<file path="config.mk">
export PLATFORM = sky130hd
export DESIGN_NAME = output_buffer_interface_flat
export DESIGN_NICKNAME = d
export VERILOG_FILES = /design/src/rtl/output_buffer_interface_if.sv /design/src/rtl/output_buffer_interface.sv /design/src/flat_wrapper.sv
export SDC_FILE = /design/constraint.sdc
export NUM_CORES = 1
export LEC_CHECK = 0
export ABC_CLOCK_PERIOD_IN_PS = 2300
export CORE_ASPECT_RATIO = 1.2
export CORE_MARGIN = 2
export CORE_UTILIZATION = 30
export DETAILED_ROUTE_END_ITERATION = 8
export PLACE_DENSITY = 0.71
export SYNTH_ARGS = -nofsm -noshare
export SYNTH_HDL_FRONTEND = slang
export SYNTH_SLANG_ARGS = --single-unit
</file>
<file path="constraint.sdc">
create_clock -name i_clk -period 2.3 [get_ports i_clk]
set_clock_uncertainty 0.1 [all_clocks]
set_input_delay 0.46 -clock i_clk [delete_from_list [all_inputs] [get_ports i_clk]]
set_output_delay 0.46 -clock i_clk [all_outputs]
set_load 0.1 [all_outputs]
</file>
<file path="src/rtl/output_buffer_interface_if.sv">
// -----------------------------------------------------------------------------
// output_buffer_interface_if
//   Bundles the bufid handshake, the PCB read port and the output packet
//   stream of output_buffer_interface into one interface.
//
//   Handshakes:
//     bufid in   : i_pkt_bufid_wr is a 1-cycle strobe. It is only legal while
//                  o_bufid_ready=1, and iv_pkt_bufid is valid with it.
//     PCB read   : o_pkt_rd/ov_pkt_bufadd are raised together and held stable
//                  until i_pkt_ack=1. iv_pkt_rdata is valid in the ack cycle.
//                  An ack while o_pkt_rd=0 has no effect.
//     packet out : ov_pkt is valid for exactly the cycle o_pkt_wr=1. New reads
//                  are not started while i_fifo_afull=1.
//     release    : o_bufid_release is a 1-cycle strobe. ov_bufid_release is
//                  valid with it.
//
//   Modports:
//     slave  - the output_buffer_interface block
//     master - the environment (scheduler, PCB, downstream FIFO)
// -----------------------------------------------------------------------------
interface output_buffer_interface_if;
    logic         i_pkt_bufid_wr;
    logic [8:0]   iv_pkt_bufid;
    logic         o_bufid_ready;
    logic         o_pkt_rd;
    logic [15:0]  ov_pkt_bufadd;
    logic         i_pkt_ack;
    logic [133:0] iv_pkt_rdata;
    logic         i_fifo_afull;
    logic [133:0] ov_pkt;
    logic         o_pkt_wr;
    logic         o_bufid_release;
    logic [8:0]   ov_bufid_release;
    logic         o_pkt_err;

    modport slave (
        input  i_pkt_bufid_wr, iv_pkt_bufid, i_pkt_ack, iv_pkt_rdata, i_fifo_afull,
        output o_bufid_ready, o_pkt_rd, ov_pkt_bufadd, ov_pkt, o_pkt_wr,
               o_bufid_release, ov_bufid_release, o_pkt_err
    );

    modport master (
        output i_pkt_bufid_wr, iv_pkt_bufid, i_pkt_ack, iv_pkt_rdata, i_fifo_afull,
        input  o_bufid_ready, o_pkt_rd, ov_pkt_bufadd, ov_pkt, o_pkt_wr,
               o_bufid_release, ov_bufid_release, o_pkt_err
    );
endinterface

</file>
<file path="src/rtl/output_buffer_interface.sv">
// -----------------------------------------------------------------------------
// output_buffer_interface
//   This block takes a packet bufid from the scheduler. It reads the packet
//   out of the packet centralized buffer one 134-bit word per request/ack
//   exchange and forwards each word downstream. After the packet's last word
//   it returns the bufid for release.
//   The word address is {bufid[8:0], offset[6:0]}, so each buffer holds 128
//   words. Word type is in [133:132]:
//     01 = head, 00 = body, 10 = tail, 11 = single-word
//
// Ports:
//   i_clk                       clock
//   i_rst_n                     asynchronous active-low reset
//   bus (slave modport)         bufid in, PCB read port, packet out, release
//   output_buf_interface_state  FSM state for debug
//                               00 idle, 01 rd_req, 10 wait_ack, 11 release
// -----------------------------------------------------------------------------
module output_buffer_interface (
    input  logic                       i_clk,
    input  logic                       i_rst_n,
    output_buffer_interface_if.slave   bus,
    output logic [1:0]                 output_buf_interface_state
);

    typedef enum logic [1:0] {
        IDLE_S     = 2'b00,
        RD_REQ_S   = 2'b01,
        WAIT_ACK_S = 2'b10,
        RELEASE_S  = 2'b11
    } state_t;

    state_t         r_state;
    state_t         w_state_nxt;

    logic [8:0]     r_bufid,    w_bufid;
    logic [6:0]     r_offset,   w_offset;
    logic           r_pkt_rd,   w_pkt_rd;
    logic [15:0]    r_bufadd,   w_bufadd;
    logic [133:0]   r_pkt,      w_pkt;
    logic           r_pkt_wr,   w_pkt_wr;
    logic           r_rel,      w_rel;
    logic [8:0]     r_rel_id,   w_rel_id;
    logic           r_err,      w_err;
    logic           r_ready,    w_ready;

    // Word classification of the data returned with the ack.
    logic [1:0]     w_type;
    logic           w_is_last_type;   // 10 or 11: packet ends with this word
    logic           w_is_head_type;   // 01 or 11: valid first word
    logic           w_last_offset;    // last word slot of the buffer

    assign w_type         = bus.iv_pkt_rdata[133:132];
    assign w_is_last_type = w_type[1];
    assign w_is_head_type = w_type[0];
    assign w_last_offset  = (r_offset == 7'h7F);

    // -------------------------------------------------------------------------
    // Next-state and next-output logic
    // -------------------------------------------------------------------------
    always_comb begin
        w_state_nxt = r_state;
        w_bufid     = r_bufid;
        w_offset    = r_offset;
        w_pkt_rd    = r_pkt_rd;
        w_bufadd    = r_bufadd;
        w_pkt       = '0;        // packet word and strobes are single-cycle
        w_pkt_wr    = 1'b0;
        w_rel       = 1'b0;
        w_rel_id    = '0;
        w_err       = 1'b0;
        w_ready     = r_ready;

        case (r_state)
            IDLE_S: begin
                if (bus.i_pkt_bufid_wr && r_ready) begin
                    w_bufid     = bus.iv_pkt_bufid;
                    w_offset    = 7'd0;
                    w_ready     = 1'b0;
                    w_state_nxt = RD_REQ_S;
                end
            end

            RD_REQ_S: begin
                if (!bus.i_fifo_afull) begin
                    w_pkt_rd    = 1'b1;
                    w_bufadd    = {r_bufid, r_offset};
                    w_state_nxt = WAIT_ACK_S;
                end
            end

            WAIT_ACK_S: begin
                // The request stays up until it is acked. The almost-full flag
                // is only checked before a new request is issued.
                if (bus.i_pkt_ack && r_pkt_rd) begin
                    w_pkt_rd = 1'b0;
                    w_pkt    = bus.iv_pkt_rdata;
                    w_pkt_wr = 1'b1;
                    // Flag a bad first word, and flag a buffer that filled up
                    // without a tail. The word is forwarded in both cases.
                    w_err    = ((r_offset == 7'd0) && !w_is_head_type) ||
                               (w_last_offset && !w_is_last_type);
                    if (w_is_last_type || w_last_offset) begin
                        w_state_nxt = RELEASE_S;
                    end else begin
                        w_offset    = r_offset + 7'd1;
                        w_state_nxt = RD_REQ_S;
                    end
                end
            end

            RELEASE_S: begin
                // This state takes two cycles. First cycle: pulse the release.
                // Second cycle: reopen for a new bufid.
                if (!r_rel) begin
                    w_rel    = 1'b1;
                    w_rel_id = r_bufid;
                end else begin
                    w_bufadd    = '0;
                    w_ready     = 1'b1;
                    w_state_nxt = IDLE_S;
                end
            end

            default: begin
                w_state_nxt = IDLE_S;
            end
        endcase
    end

    // -------------------------------------------------------------------------
    // State and output registers
    // -------------------------------------------------------------------------
    always_ff @(posedge i_clk or negedge i_rst_n) begin
        if (!i_rst_n) begin
            r_state  <= IDLE_S;
            r_bufid  <= '0;
            r_offset <= '0;
            r_pkt_rd <= 1'b0;
            r_bufadd <= '0;
            r_pkt    <= '0;
            r_pkt_wr <= 1'b0;
            r_rel    <= 1'b0;
            r_rel_id <= '0;
            r_err    <= 1'b0;
            r_ready  <= 1'b1;
        end else begin
            r_state  <= w_state_nxt;
            r_bufid  <= w_bufid;
            r_offset <= w_offset;
            r_pkt_rd <= w_pkt_rd;
            r_bufadd <= w_bufadd;
            r_pkt    <= w_pkt;
            r_pkt_wr <= w_pkt_wr;
            r_rel    <= w_rel;
            r_rel_id <= w_rel_id;
            r_err    <= w_err;
            r_ready  <= w_ready;
        end
    end

    assign bus.o_bufid_ready           = r_ready;
    assign bus.o_pkt_rd                = r_pkt_rd;
    assign bus.ov_pkt_bufadd           = r_bufadd;
    assign bus.ov_pkt                  = r_pkt;
    assign bus.o_pkt_wr                = r_pkt_wr;
    assign bus.o_bufid_release         = r_rel;
    assign bus.ov_bufid_release        = r_rel_id;
    assign bus.o_pkt_err               = r_err;
    assign output_buf_interface_state  = r_state;

endmodule

</file>
<file path="src/flat_wrapper.sv">
// flat-port wrapper written by rule: the top's interface ports become plain ports
module output_buffer_interface_flat 
  (i_clk, i_rst_n, output_buf_interface_state, bus_i_pkt_bufid_wr, bus_iv_pkt_bufid, bus_i_pkt_ack, bus_iv_pkt_rdata, bus_i_fifo_afull, bus_o_bufid_ready, bus_o_pkt_rd, bus_ov_pkt_bufadd, bus_ov_pkt, bus_o_pkt_wr, bus_o_bufid_release, bus_ov_bufid_release, bus_o_pkt_err);
  output_buffer_interface_if bus_i ();
  input  logic i_clk;
  input  logic i_rst_n;
  output logic [1:0] output_buf_interface_state;
  input wire logic [$bits(bus_i.i_pkt_bufid_wr)-1:0] bus_i_pkt_bufid_wr;
  input wire logic [$bits(bus_i.iv_pkt_bufid)-1:0] bus_iv_pkt_bufid;
  input wire logic [$bits(bus_i.i_pkt_ack)-1:0] bus_i_pkt_ack;
  input wire logic [$bits(bus_i.iv_pkt_rdata)-1:0] bus_iv_pkt_rdata;
  input wire logic [$bits(bus_i.i_fifo_afull)-1:0] bus_i_fifo_afull;
  output wire logic [$bits(bus_i.o_bufid_ready)-1:0] bus_o_bufid_ready;
  output wire logic [$bits(bus_i.o_pkt_rd)-1:0] bus_o_pkt_rd;
  output wire logic [$bits(bus_i.ov_pkt_bufadd)-1:0] bus_ov_pkt_bufadd;
  output wire logic [$bits(bus_i.ov_pkt)-1:0] bus_ov_pkt;
  output wire logic [$bits(bus_i.o_pkt_wr)-1:0] bus_o_pkt_wr;
  output wire logic [$bits(bus_i.o_bufid_release)-1:0] bus_o_bufid_release;
  output wire logic [$bits(bus_i.ov_bufid_release)-1:0] bus_ov_bufid_release;
  output wire logic [$bits(bus_i.o_pkt_err)-1:0] bus_o_pkt_err;
  assign bus_i.i_pkt_bufid_wr = bus_i_pkt_bufid_wr;
  assign bus_i.iv_pkt_bufid = bus_iv_pkt_bufid;
  assign bus_i.i_pkt_ack = bus_i_pkt_ack;
  assign bus_i.iv_pkt_rdata = bus_iv_pkt_rdata;
  assign bus_i.i_fifo_afull = bus_i_fifo_afull;
  assign bus_o_bufid_ready = bus_i.o_bufid_ready;
  assign bus_o_pkt_rd = bus_i.o_pkt_rd;
  assign bus_ov_pkt_bufadd = bus_i.ov_pkt_bufadd;
  assign bus_ov_pkt = bus_i.ov_pkt;
  assign bus_o_pkt_wr = bus_i.o_pkt_wr;
  assign bus_o_bufid_release = bus_i.o_bufid_release;
  assign bus_ov_bufid_release = bus_i.ov_bufid_release;
  assign bus_o_pkt_err = bus_i.o_pkt_err;
  output_buffer_interface u_core (.i_clk(i_clk), .i_rst_n(i_rst_n), .bus(bus_i), .output_buf_interface_state(output_buf_interface_state));
endmodule
</file>
* Word-level counts from Yosys, hierarchy flattened
Cells that the tools add are included.
** Cells by class
- Add/subtract/negate cells :: 1
- Equality and inequality tests :: 9
- Muxes and demuxes :: 29
- Reduce and logical (&&, ||, !) cells :: 20
** Operator list (number)
- $mux 134 :: 2
- $mux 16 :: 2
- $pmux 16 s2 :: 1
- $mux 7 :: 3
- $mux 9 :: 2
- $pmux 7 s2 :: 1
- $mux 1 :: 10
- $mux 2 :: 5
- $reduce_and 3->1 :: 3
- $pmux 2 s4 :: 1
- $reduce_and 4->1 :: 2
- $reduce_bool 2->1 :: 4
- $add 7x1->7 const B :: 1
- $eq 7x7->1 const B :: 1
- $logic_not 7->1 :: 1
- $ne 2x1->1 const B :: 3
- $eq 2x2->1 const B :: 2
- $logic_and 1x1->1 :: 4
- $ne 2x2->1 const B :: 2
- $pmux 1 s2 :: 2
- $eq 2x1->1 const B :: 1
- $logic_not 1->1 :: 2
- $logic_not 2->1 :: 1
- $logic_or 1x1->1 :: 2
- $reduce_and 2->1 :: 1
** Storage, ports and cells
- Flip-flop bits (word level) :: 182
- Bits of input ports :: 148
- Output and inout port bits :: 166
- Logic and storage cells :: 70

* Depth between registers and ports, before layout
- Depth after elaboration :: 5
- Mapped depth :: 7
- Gate-level depth less buffers :: 6

* Worst setup path after synthesis
OpenSTA, ideal clock, no wires.
- Kind :: flip-flop to flip-flop
- From :: register u_core.r_state[0], in the netlist u_core.output_buf_interface_state[0]
- To :: register u_core.r_offset[1]
- Setup time :: 79 ps
- Arrival :: 2224 ps
- Required time :: 2121 ps
- Slack :: -104 ps
- Stages on the path, launching flop included :: 8
- Buffers on the path :: 1
- Period minus slack after synthesis :: 2404 ps
- Cells stage by stage :: dfrtp_1 -> inv_1 -> ha_1 -> a21boi_4 -> nor2b_1 -> buf_2 -> o2bb2ai_2 -> mux2i_1
** Between the ends
- Longest elaborated chain between the ends :: 3
- Elaborated cells between the ends (all ways) :: 8
- Classes of those cells :: 4 x eq/ne; 1 x mux; 3 x reduce/logical
** Ends and longest elaborated chain
- start, declared :: RTL line output_buffer_interface.sv:32 : state_t r_state;
- start signal, assigned :: RTL line output_buffer_interface.sv:147 : r_state <= w_state_nxt;
- $eq 2x2->1 / $logic_not 2->1 (equally long branches) :: RTL line output_buffer_interface.sv:73 : case (r_state)
- $ne 2x2->1 (no source line) (tied with other cells)
- $reduce_and 4->1 (no source line)
- end signal, assigned :: RTL line output_buffer_interface.sv:149 : r_offset <= w_offset;
- end, declared :: RTL line output_buffer_interface.sv:36 : logic [6:0] r_offset, w_offset;
Parallel ways exist; a longest one is shown, timed or not.
A chain may end at the register's enable or synchronous reset.

* Worst setup path in the final report
Same ends and word-level chain as after synthesis.

==> impl_metrics.toml <==
[sta]
layout_setup_ws_ns = 0.397
worst_slew_margin_rel_pct = 66.3
final_setup_tns_ns = 0
report.final.setup_viol = 0
setup_repair_after_global_routing_missed_its_margin = "false"
final.period_utilization_pct = 82.7
layout_min_cycle_time_ns = 1.90
final_max_slew_viols = 0
achievable-frequency_ghz = 0.526
max_slew.worst_pin.slew_ns = 0.505
hold_viol = 0

[cts]
worst_skew_pair.late_latency_ns = 0.42
maximum_number_of_buffers_from_clock_root_to_sink = 2
cts.sinks = 182
h-tree-depth = 4
tritoncts.num_buffers = 17
clock-root-buffer = "clkbuf_16"
ctsResizeCount = 0
clkSlewWorstSetupHoldPaths_ns = 0.07
tritoncts_clock_tree = "done"

[logic_synthesis]
syn-mean-instance-area_um2 = 13.6
yosys_register_bits = 182
synthCells = 470
ys_top_cells_by_area = "dfrtp_1 (71%), and2_1 (14%), nand2b_1 (1.8%), mux2_2 (1.6%), nand2_1 (1.3%)"
postSynth.topFlopCell = "dfrtp_1"
seq_area_frac_synth_pct = 71.2
synth_edf_count = 0
yosysTopAreaCellShare_pct = 70.8
cell_area_after_synthesis_mm2 = 0.00640
synth.lib_cells_used.distinct = 39
asyncSetResetFlopFracSynth_pct = 100
largest_area_contributor_in_the_netlist = "dfrtp_1"
synth.yosys.warnings = 0
syn-num-nets = 624

[drt]
ant_nets = 0
dr.pass1.iters = 4
first_iter_violations = 209
route.detailed.drc = 0
post_drt_via_cell_ratio = 4.17
routedWlPerCell_um = 16.2
detailroute.via_count = 4475
totalWireLength_mm = 17.4

[setup_path]
cp_cell_sequence = "inv_1 > ha_1 > buf_4 > or2b_1 > o2bb2ai_2 > mux2i_1"
critical_path_arrival_ns = 2.15
critical_path_capture_point_type = "flop"
path_max_fanout = 9
setup.worst_path.start_class = "flop"
path_class = "reg -> reg"
crit_slowest_cell = "dfrtp_2"
critical-path-max-stage-delay_ns = 0.40
critical_path_buf_inv_count = 2
critical_path_required_time_ns = 2.55
critical_path.top_delay_family = "flip-flops"

[flow_run]
max-cap-violations = 0

[global_route]
grt.overflow.total = 0
grt_pass1_vias = 4428
gr-usage-all-layers_pct = 15.0
grt_start_max_net_pins = 79
first_pass_grt_wire_length_mm = 25.0
antenna_found_initial = 0

[power_and_ir_drop]
power_leakage_uw = 0.00504
worst_ir_drop_vdd_mv = 1.07
power_density_mw_per_mm2 = 1310

[die]
die_w_um = 137
floorplan.rows = 58
core_mm2 = 0.0210
ios = 314
die-area_mm2 = 0.0225
die_y_um = 164
initial_core_utilization_pct = 30.5

[worst_hold_path]
tightest_hold_check_type = "reg -> reg"

[layout]
nNetsFinal = 944
n_antenna_cell = 0
layout-drive-gt1-share_pct = 28.5
final_cell_mix = "dfrtp_1 (179), buf_4 (171), clkdlybuf4s50_1 (146)"
area.growth.synth_to_final_pct = 57.8
commonest_non_fill_non_tap_cell_in_the_layout = "dfrtp_1"

[placed_design]
detailedPlacementHpwl_mm = 12.9
dp_slack_ns = 0.229
port-buffer-count = 313
globalplace.congestion = 0.778

[status]
status = "finished clean"
## through the flow
stage / std cells / total power [uW] / utilization, % / area (um2) / hold slack (ns)
after floorplan: 470 / 8780 / - / 6400 / 0.0644
after global placement: 1040 / 10300 / 45.3 / 9490 / 0.359
after detailed placement: 1040 / 10400 / 45.3 / 9490 / 0.359
after CTS: 1073 / 13300 / 48.1 / 10100 / 0.391
after global routing: 1073 / 13700 / 48.1 / 10100 / 0.425
final: 1073 / 13200 / 48.1 / 10100 / 0.388
## layout make-up
type,instances,area [um2]
Multi-Input combinational cell,259,1710
Clock buffer,18,439
Clock inverter,14,156
Timing Repair Buffer,324,2870
Tap cell,270,338
Sequential cell,182,4560
Inverter,6,22.5
Fill cell,1924,10900
## worst min-delay path: cells and delay by family, from the launching register on
kind            cells  cell delay, ns
compound gates      1            0.06
flops               1            0.35
simple gates        1            0.05
## worst paths after layout
kind	depth (start not counted)	from	slack, ns	endpoint
min	2	u_core.bus.ov_pkt_bufadd[1]	0.39	u_core.bus.ov_pkt_bufadd[1]
max	6	u_core.output_buf_interface_state[0]	0.40	u_core.r_offset[1]
min in group asynchronous	2	i_rst_n	0.45	u_core.bus.ov_pkt[98]
max reg2reg	6	u_core.output_buf_interface_state[0]	0.40	u_core.r_offset[1]
max in group asynchronous	3	i_rst_n	0.91	u_core.bus.o_bufid_ready
min reg2reg	2	u_core.bus.ov_pkt_bufadd[1]	0.39	u_core.bus.ov_pkt_bufadd[1]
## routing by layer
| layer | global-route usage, % | wire length (um) | up-vias |
|---|---|---|---|
| met5 | 0 | 0 | - |
| met4 | 6.42 | 307 | 0 |
| met3 | 3.95 | 1390 | 14 |
| met2 | 26.7 | 9140 | 173 |
| met1 | 16.9 | 6590 | 2155 |
| li1 | - | - | 2133 |
## cell families (layout without fill, tap and decap cells)
| kind of cell | after synthesis | count (layout) | share of synthesized area, % |
|---|---|---|---|
| AOI/OAI and AO/OA | 41 | 41 | 4.75 |
| buffers and inverters | 29 | 362 | 2.07 |
| and+or+nand+nor | 202 | 202 | 19.0 |
| DFF | 182 | 182 | 71.2 |
| adders and majority gates | 6 | 6 | 1.17 |
| muxes | 10 | 10 | 1.74 |
## flip-flops by register name, indices dropped and copies added (netlist names)
name,cells
u_core.bus.o_bufid_ready,1
u_core.bus.o_bufid_release,1
u_core.bus.o_pkt_err,1
u_core.bus.o_pkt_rd,1
u_core.bus.o_pkt_wr,1
u_core.bus.ov_bufid_release,9
u_core.bus.ov_pkt,134
u_core.bus.ov_pkt_bufadd,16
u_core.output_buf_interface_state,2
u_core.r_bufid,9
u_core.r_offset,7
## repair_timing
item	4_1_cts	5_1_grt
hold buffers	1	0
hold endpoints to repair	50	0
buffers inserted	0	0
## power by group
group          internal (uW)  switching (uW)
Combinational           1470            4690
Clock                   1580            1360
Sequential              3790             298
Total                   6840            6350
## synthesized netlist by cell type, types with 2 or more instances
library cell and number:
buf_6 2, nand3_1 3, and3_1 4, clkbuf_1 16, nand2_1 23, nor2b_1 2, mux2_2 9, buf_2 4
ha_1 6, and2_1 143, a31oi_1 9, o21ai_0 6, o31ai_1 2, a21oi_1 2, nand2b_1 18, o21ai_1 13
dfrtp_1 181, inv_1 6
No activity file was read; power rests on OpenSTA's default activity.
